==> src/rtl/inc_arb_pkg.sv <==
// Shared types and constants for the two-requester incrementer arbiter.
package inc_arb_pkg;
  typedef enum logic {IDLE, HOLD} inc_arb_state_t;
  localparam int N_REQ = 2;
  localparam logic [15:0] WORD_MAX = 16'hFFFF;
endpackage

==> src/rtl/inc_16.sv <==
// Fixed 16-bit incrementer shared by the datapath address sources.
module inc_16 (
  input  logic [15:0] a,
  output logic [15:0] y
);
  assign y = a + 16'd1;
endmodule

==> src/rtl/inc_arb_grant.sv <==
// Combinational one-hot grant for the shared incrementer slot.
// INC_ARB_ROUND_ROBIN_EN selects round-robin; otherwise requester 0 has fixed priority.
module inc_arb_grant
  import inc_arb_pkg::*;
(
  input  logic [N_REQ-1:0] req_valid,
  input  logic             slot_free,
`ifdef INC_ARB_ROUND_ROBIN_EN
  input  logic             last_grant,
`endif
  output logic [N_REQ-1:0] grant
);

  always_comb begin
    grant = '0;
    if (slot_free) begin
      if (req_valid == 2'b11) begin
`ifdef INC_ARB_ROUND_ROBIN_EN
        // The requester that did not win last time goes first.
        grant = last_grant ? 2'b01 : 2'b10;
`else
        grant = 2'b01;
`endif
      end else if (req_valid[0]) begin
        grant = 2'b01;
      end else if (req_valid[1]) begin
        grant = 2'b10;
      end
    end
  end

endmodule

==> src/rtl/inc_16_arbiter.sv <==
// Shares one inc_16 between two requesters with a single registered result slot.
// Define INC_ARB_ROUND_ROBIN_EN for round-robin arbitration (default: fixed priority to requester 0).
module inc_16_arbiter
  import inc_arb_pkg::*;
#(
  parameter int WIDTH = 16
) (
  input  logic                 clk,
  input  logic                 reset,
  input  logic [N_REQ-1:0]     req_valid,
  input  logic [WIDTH-1:0]     req_data0,
  input  logic [WIDTH-1:0]     req_data1,
  output logic [N_REQ-1:0]     req_ready,
  output logic [N_REQ-1:0]     rsp_valid,
  output logic [WIDTH-1:0]     rsp_data,
  output logic                 rsp_wrap,
  input  logic [N_REQ-1:0]     rsp_ready,
  output inc_arb_state_t       state_dbg
);

  // Handshakes: a request transfers when req_valid[i] & req_ready[i] at a rising
  // edge; a response is consumed when rsp_valid[i] & rsp_ready[i]. The slot can
  // be released and refilled in the same cycle.

  inc_arb_state_t   state, state_nxt;
  logic             owner, owner_nxt;
  logic [WIDTH-1:0] data_nxt;
  logic             wrap_nxt;
  logic             slot_free;
  logic             handshake;
  logic [N_REQ-1:0] grant;
  logic [WIDTH-1:0] operand;
  logic [WIDTH-1:0] inc_out;

  // Reset gates the slot so nothing is accepted during the reset cycle.
  assign slot_free = ~reset & ((state == IDLE) | rsp_ready[owner]);

`ifdef INC_ARB_ROUND_ROBIN_EN
  logic last_grant, last_grant_nxt;

  inc_arb_grant u_grant (
    .req_valid  (req_valid),
    .slot_free  (slot_free),
    .last_grant (last_grant),
    .grant      (grant)
  );
`else
  inc_arb_grant u_grant (
    .req_valid  (req_valid),
    .slot_free  (slot_free),
    .grant      (grant)
  );
`endif

  assign operand   = grant[1] ? req_data1 : req_data0;
  assign handshake = |grant;
  assign req_ready = grant;

  inc_16 u_inc (
    .a (operand),
    .y (inc_out)
  );

  always_comb begin
    state_nxt = state;
    owner_nxt = owner;
    data_nxt  = rsp_data;
    wrap_nxt  = rsp_wrap;
`ifdef INC_ARB_ROUND_ROBIN_EN
    last_grant_nxt = last_grant;
`endif
    case (state)
      IDLE: if (handshake) state_nxt = HOLD;
      HOLD: if (rsp_ready[owner] && !handshake) state_nxt = IDLE;
      default: state_nxt = IDLE;
    endcase
    if (handshake) begin
      owner_nxt = grant[1];
      data_nxt  = inc_out;
      wrap_nxt  = (operand == WORD_MAX);
`ifdef INC_ARB_ROUND_ROBIN_EN
      last_grant_nxt = grant[1];
`endif
    end
  end

  always_ff @(posedge clk) begin
    if (reset) begin
      state    <= IDLE;
      owner    <= 1'b0;
      rsp_data <= '0;
      rsp_wrap <= 1'b0;
`ifdef INC_ARB_ROUND_ROBIN_EN
      last_grant <= 1'b1;
`endif
    end else begin
      state    <= state_nxt;
      owner    <= owner_nxt;
      rsp_data <= data_nxt;
      rsp_wrap <= wrap_nxt;
`ifdef INC_ARB_ROUND_ROBIN_EN
      last_grant <= last_grant_nxt;
`endif
    end
  end

  assign rsp_valid = (state == HOLD) ? (owner ? 2'b10 : 2'b01) : 2'b00;
  assign state_dbg = state;

endmodule

==> config.mk <==
export PLATFORM = sky130hd
export DESIGN_NAME = inc_16_arbiter
export DESIGN_NICKNAME = d
export VERILOG_FILES = /design/src/rtl/inc_arb_pkg.sv /design/src/rtl/inc_16.sv /design/src/rtl/inc_arb_grant.sv /design/src/rtl/inc_16_arbiter.sv
export SDC_FILE = /design/constraint.sdc
export NUM_CORES = 1
export LEC_CHECK = 0
export BUFFER_PORTS_ARGS = -buffer_cell sky130_fd_sc_hd__buf_2
export CORE_MARGIN = 2
export CORE_UTILIZATION = 46
export DETAILED_ROUTE_END_ITERATION = 8
export GPL_ROUTABILITY_DRIVEN = 0
export PLACE_DENSITY = 0.79
export REMOVE_ABC_BUFFERS = 1
export SKIP_CTS_REPAIR_TIMING = 1
export SLEW_MARGIN = 10
export SYNTH_ARGS = -nofsm -noshare
export SYNTH_HDL_FRONTEND = slang
export SYNTH_HIERARCHICAL = 1
export SYNTH_SLANG_ARGS = --single-unit
==> constraint.sdc <==
create_clock -name clk -period 2.9 [get_ports clk]
set_input_delay 0.29 -clock clk [delete_from_list [all_inputs] [get_ports clk]]
set_output_delay 0.29 -clock clk [all_outputs]
set_load 0.005 [all_outputs]
==> impl_metrics.csv <==
group,metric,value,unit
worst_setup_path,reg2reg_depth,10,
clock_network,clk_root_buffer_cell,"clkbuf_4",
worst_setup_path,crit_path_max_incr_delay,0.40,ns
grt,grt_overflow,0,
sta,drv_slew,0,
sta,finalCritPeriodShare,89.2,%
placement,place_area,1620,um^2
layout,drive_gt1_share,39.1,%
sta,worst_pin_slew,0.504,ns
logic_synthesis,yosys.area.top_type_share,28.9,%
worst_setup_path,crit_path_top_delay_cell,"nor4_1",
sta,relSlewSlack,66.0,%
worst_setup_path,worstPathRequired,3.13,ns
grt,antenna_found_initial,0,
logic_synthesis,ys_seq_elements,19,
pwr,p_per_area,360,nW/um^2
logic_synthesis,post-synth-top-count-cell,"nand2_1",
min_path,hp-class,"in -> reg",
logic_synthesis,syn_area,1320,um^2
routing,top_layer,"met4",
routing,wl_per_cell,12.7,um
clock_network,cts_tree,"built",
routing,wl_met3,265,um
clock_network,clk_pin_slew_worst_paths,0.11,ns
pwr,power,0.595,mW
logic_synthesis,ys_seq_area_share,28.9,%
placement,dp_hpwl,2.53,mm
worst_setup_path,crit_family,"simple AND/OR/NAND/NOR gates",
worst_setup_path,r2r-end,"rsp_data[13]",
die,io_pins,60,
logic_synthesis,yosysTopAreaCell,"dfxtp_1",
worst_setup_path,start_kind,"register",
worst_setup_path,criticalPathCategory,"reg -> reg",
sta,timing.setup.tns,0,ns
routing,vias,1367,
grt,grt_first_pass_wirelength,5.48,mm
min_path,min_path_cells,4,
grt,grt_pass1_vias,1303,
outcome,outcome,"completed",
worst_setup_path,timing.rr.start,"owner",
die,die_area,3310,um^2
min_path,hold_end,"state_dbg",
sta,min_period,2.59,ns
worst_setup_path,crit_fanout,17,
sta,max_freq,387,MHz
die,num_rows,19,
logic_synthesis,synth_cell_types,33,
layout,stdcell_count,261,
worst_setup_path,cp.arrival,2.82,ns
logic_synthesis,ys_async_sr_fraction,0,%
layout,stdcell_area,1650,um^2
pwr,leakagePower,0.760,nW
placement,dpl.cell_count,257,
worst_setup_path,path_buf_inv,1,
worst_setup_path,crit_top_cell,"a21oi_1",
logic_synthesis,synth_common_cells,"nand2_1 (40), a21oi_1 (20), dfxtp_1 (19)",
sta,hold_violations,0,
routing,wirelength,3.31,mm
routing,antenna_left,0,
logic_synthesis,avgSynthCellArea,7.70,um^2
logic_synthesis,ys_warn_count,6,
sta,rsz0062_at_grt,"no",
clock_network,cts_buffers,3,
logic_synthesis,synth_edf_count,0,
pwr,ir_drop,0.000281,V
clock_network,ctsHtreeMaxLevel,1,
routing,drt_first_pass_iters,4,
routing,drc,0,
layout,layout.nets,270,
run,drv_cap,0,
routing,met1_length,1.51,mm
clock_network,clock_latency,0.30,ns
worst_setup_path,crit_chain,"mux2i_1 > a21oi_1 > and3b_2 > buf_4 > mux2_2 > nand4_1 > nor4_1 > xor2_1 > nand2_1 > a21oi_1",
routing,drtIter0Drc,32,
clock_network,clock_path_buffers,2,
worst_setup_path,cp-end-kind,"register",
die,coreArea,2730,um^2
worst_setup_path,reg2reg_slack,0.31,ns
grt,grt_start_max_net_pins,21,
routing,met2_length,1.52,mm
logic_synthesis,synth_area_leaders,"dfxtp_1 (29%), nand2_1 (11%), mux2_2 (11%)",
logic_synthesis,syn-instance-count,171,
logic_synthesis,ys.flop_type,"dfxtp_1",
layout,area_growth,25.4,%
sta,fin_worst_skew,0.00640,ns
placement,io_buffers,59,
sta,finalSetupViolCount,0,
die,die_w,57.5,um
grt,track_usage,20.7,%
clock_network,cts_sinks,19,
die,die_h,57.5,um
die,initial_core_util,48.2,%
routing,viasPerCell,5.24,
min_path,hold_start,"rsp_ready[0]",
layout,antenna_cells,0,
==> sequential cells by signal, indices dropped and copies added, names as in the netlist <==
register,cells
rsp_data,16
owner,1
rsp_wrap,1
state_dbg,1
==> power breakdown <==
group          internal [mW]  total [mW]  switching, mW
Combinational         0.0786       0.174         0.0952
Sequential             0.278       0.286        0.00857
Clock                 0.0513       0.135         0.0835
==> worst register-to-register path, stage by stage (launching register included) <==
cell and delay [ns]:
dfxtp_1 0.39, mux2i_1 0.24, a21oi_1 0.10, and3b_2 0.28
buf_4 0.23, mux2_2 0.28, nand4_1 0.22, nor4_1 0.40
xor2_1 0.17, nand2_1 0.06, a21oi_1 0.14
==> worst max-delay path by stage <==
stage,startpoint,to,slack (ns),cells past startpoint
finish,owner,rsp_data[13],0.31,10
global route,owner,rsp_data[13],0.02,11
CTS,owner,rsp_data[13],0.25,11
detailed placement,owner,rsp_data[12],0.29,11
global placement,owner,rsp_data[10],0.36,10
floorplan,owner,rsp_data[12],0.23,10
==> metrics by stage <==
step,setup WS (ns),hold slack (ns),util [%]
finish,0.313,0.371,60.4
global route,0.0153,0.395,60.4
CTS,0.250,0.372,60.1
detailed placement,0.294,0.442,59.1
global placement,0.361,0.438,59.1
floorplan,0.232,0.359,-
==> cell usage in the layout (no fill, tap or decap), types with 2 or more instances in the layout <==
cell,instances
xnor2_1,5
nor4_2,2
nand4_1,4
nor4_1,2
dfxtp_1,19
buf_2,59
buf_4,4
clkbuf_4,3
nand3_1,9
xor2_1,9
nor3_1,6
inv_1,8
nor2_1,8
mux2_2,13
o21ai_0,3
nand2_1,40
a21oi_1,20
==> layout make-up <==
type / count / area [um^2]
Multi-Input combinational cell: 136 / 850
Clock buffer: 3 / 22.5
Fill cell: 264 / 1080
Clock inverter: 1 / 5.00
Tap cell: 31 / 38.8
Sequential cell: 19 / 380
Inverter: 8 / 30.0
Timing Repair Buffer: 63 / 325
==> metal layers <==
| metal | vias to the layer above | global-route usage [%] |
|---|---|---|
| li1 | 701 | - |
| met1 | 605 | 27.0 |
| met2 | 57 | 35.6 |
| met3 | 4 | 3.17 |
| met4 | 0 | 4.98 |
| met5 | - | 0 |
==> cell families after synthesis <==
| kind of cell | synth area share [%] |
|---|---|
| DFF | 28.9 |
| adders and majority gates | 0.950 |
| muxes | 11.9 |
| and+or+nand+nor | 31.3 |
| xor gates and xnor gates | 9.31 |
| AOI/OAI and AO/OA | 10.4 |
| buffers and inverters | 7.22 |
Note: power is estimated with default switching activity, not from simulation.
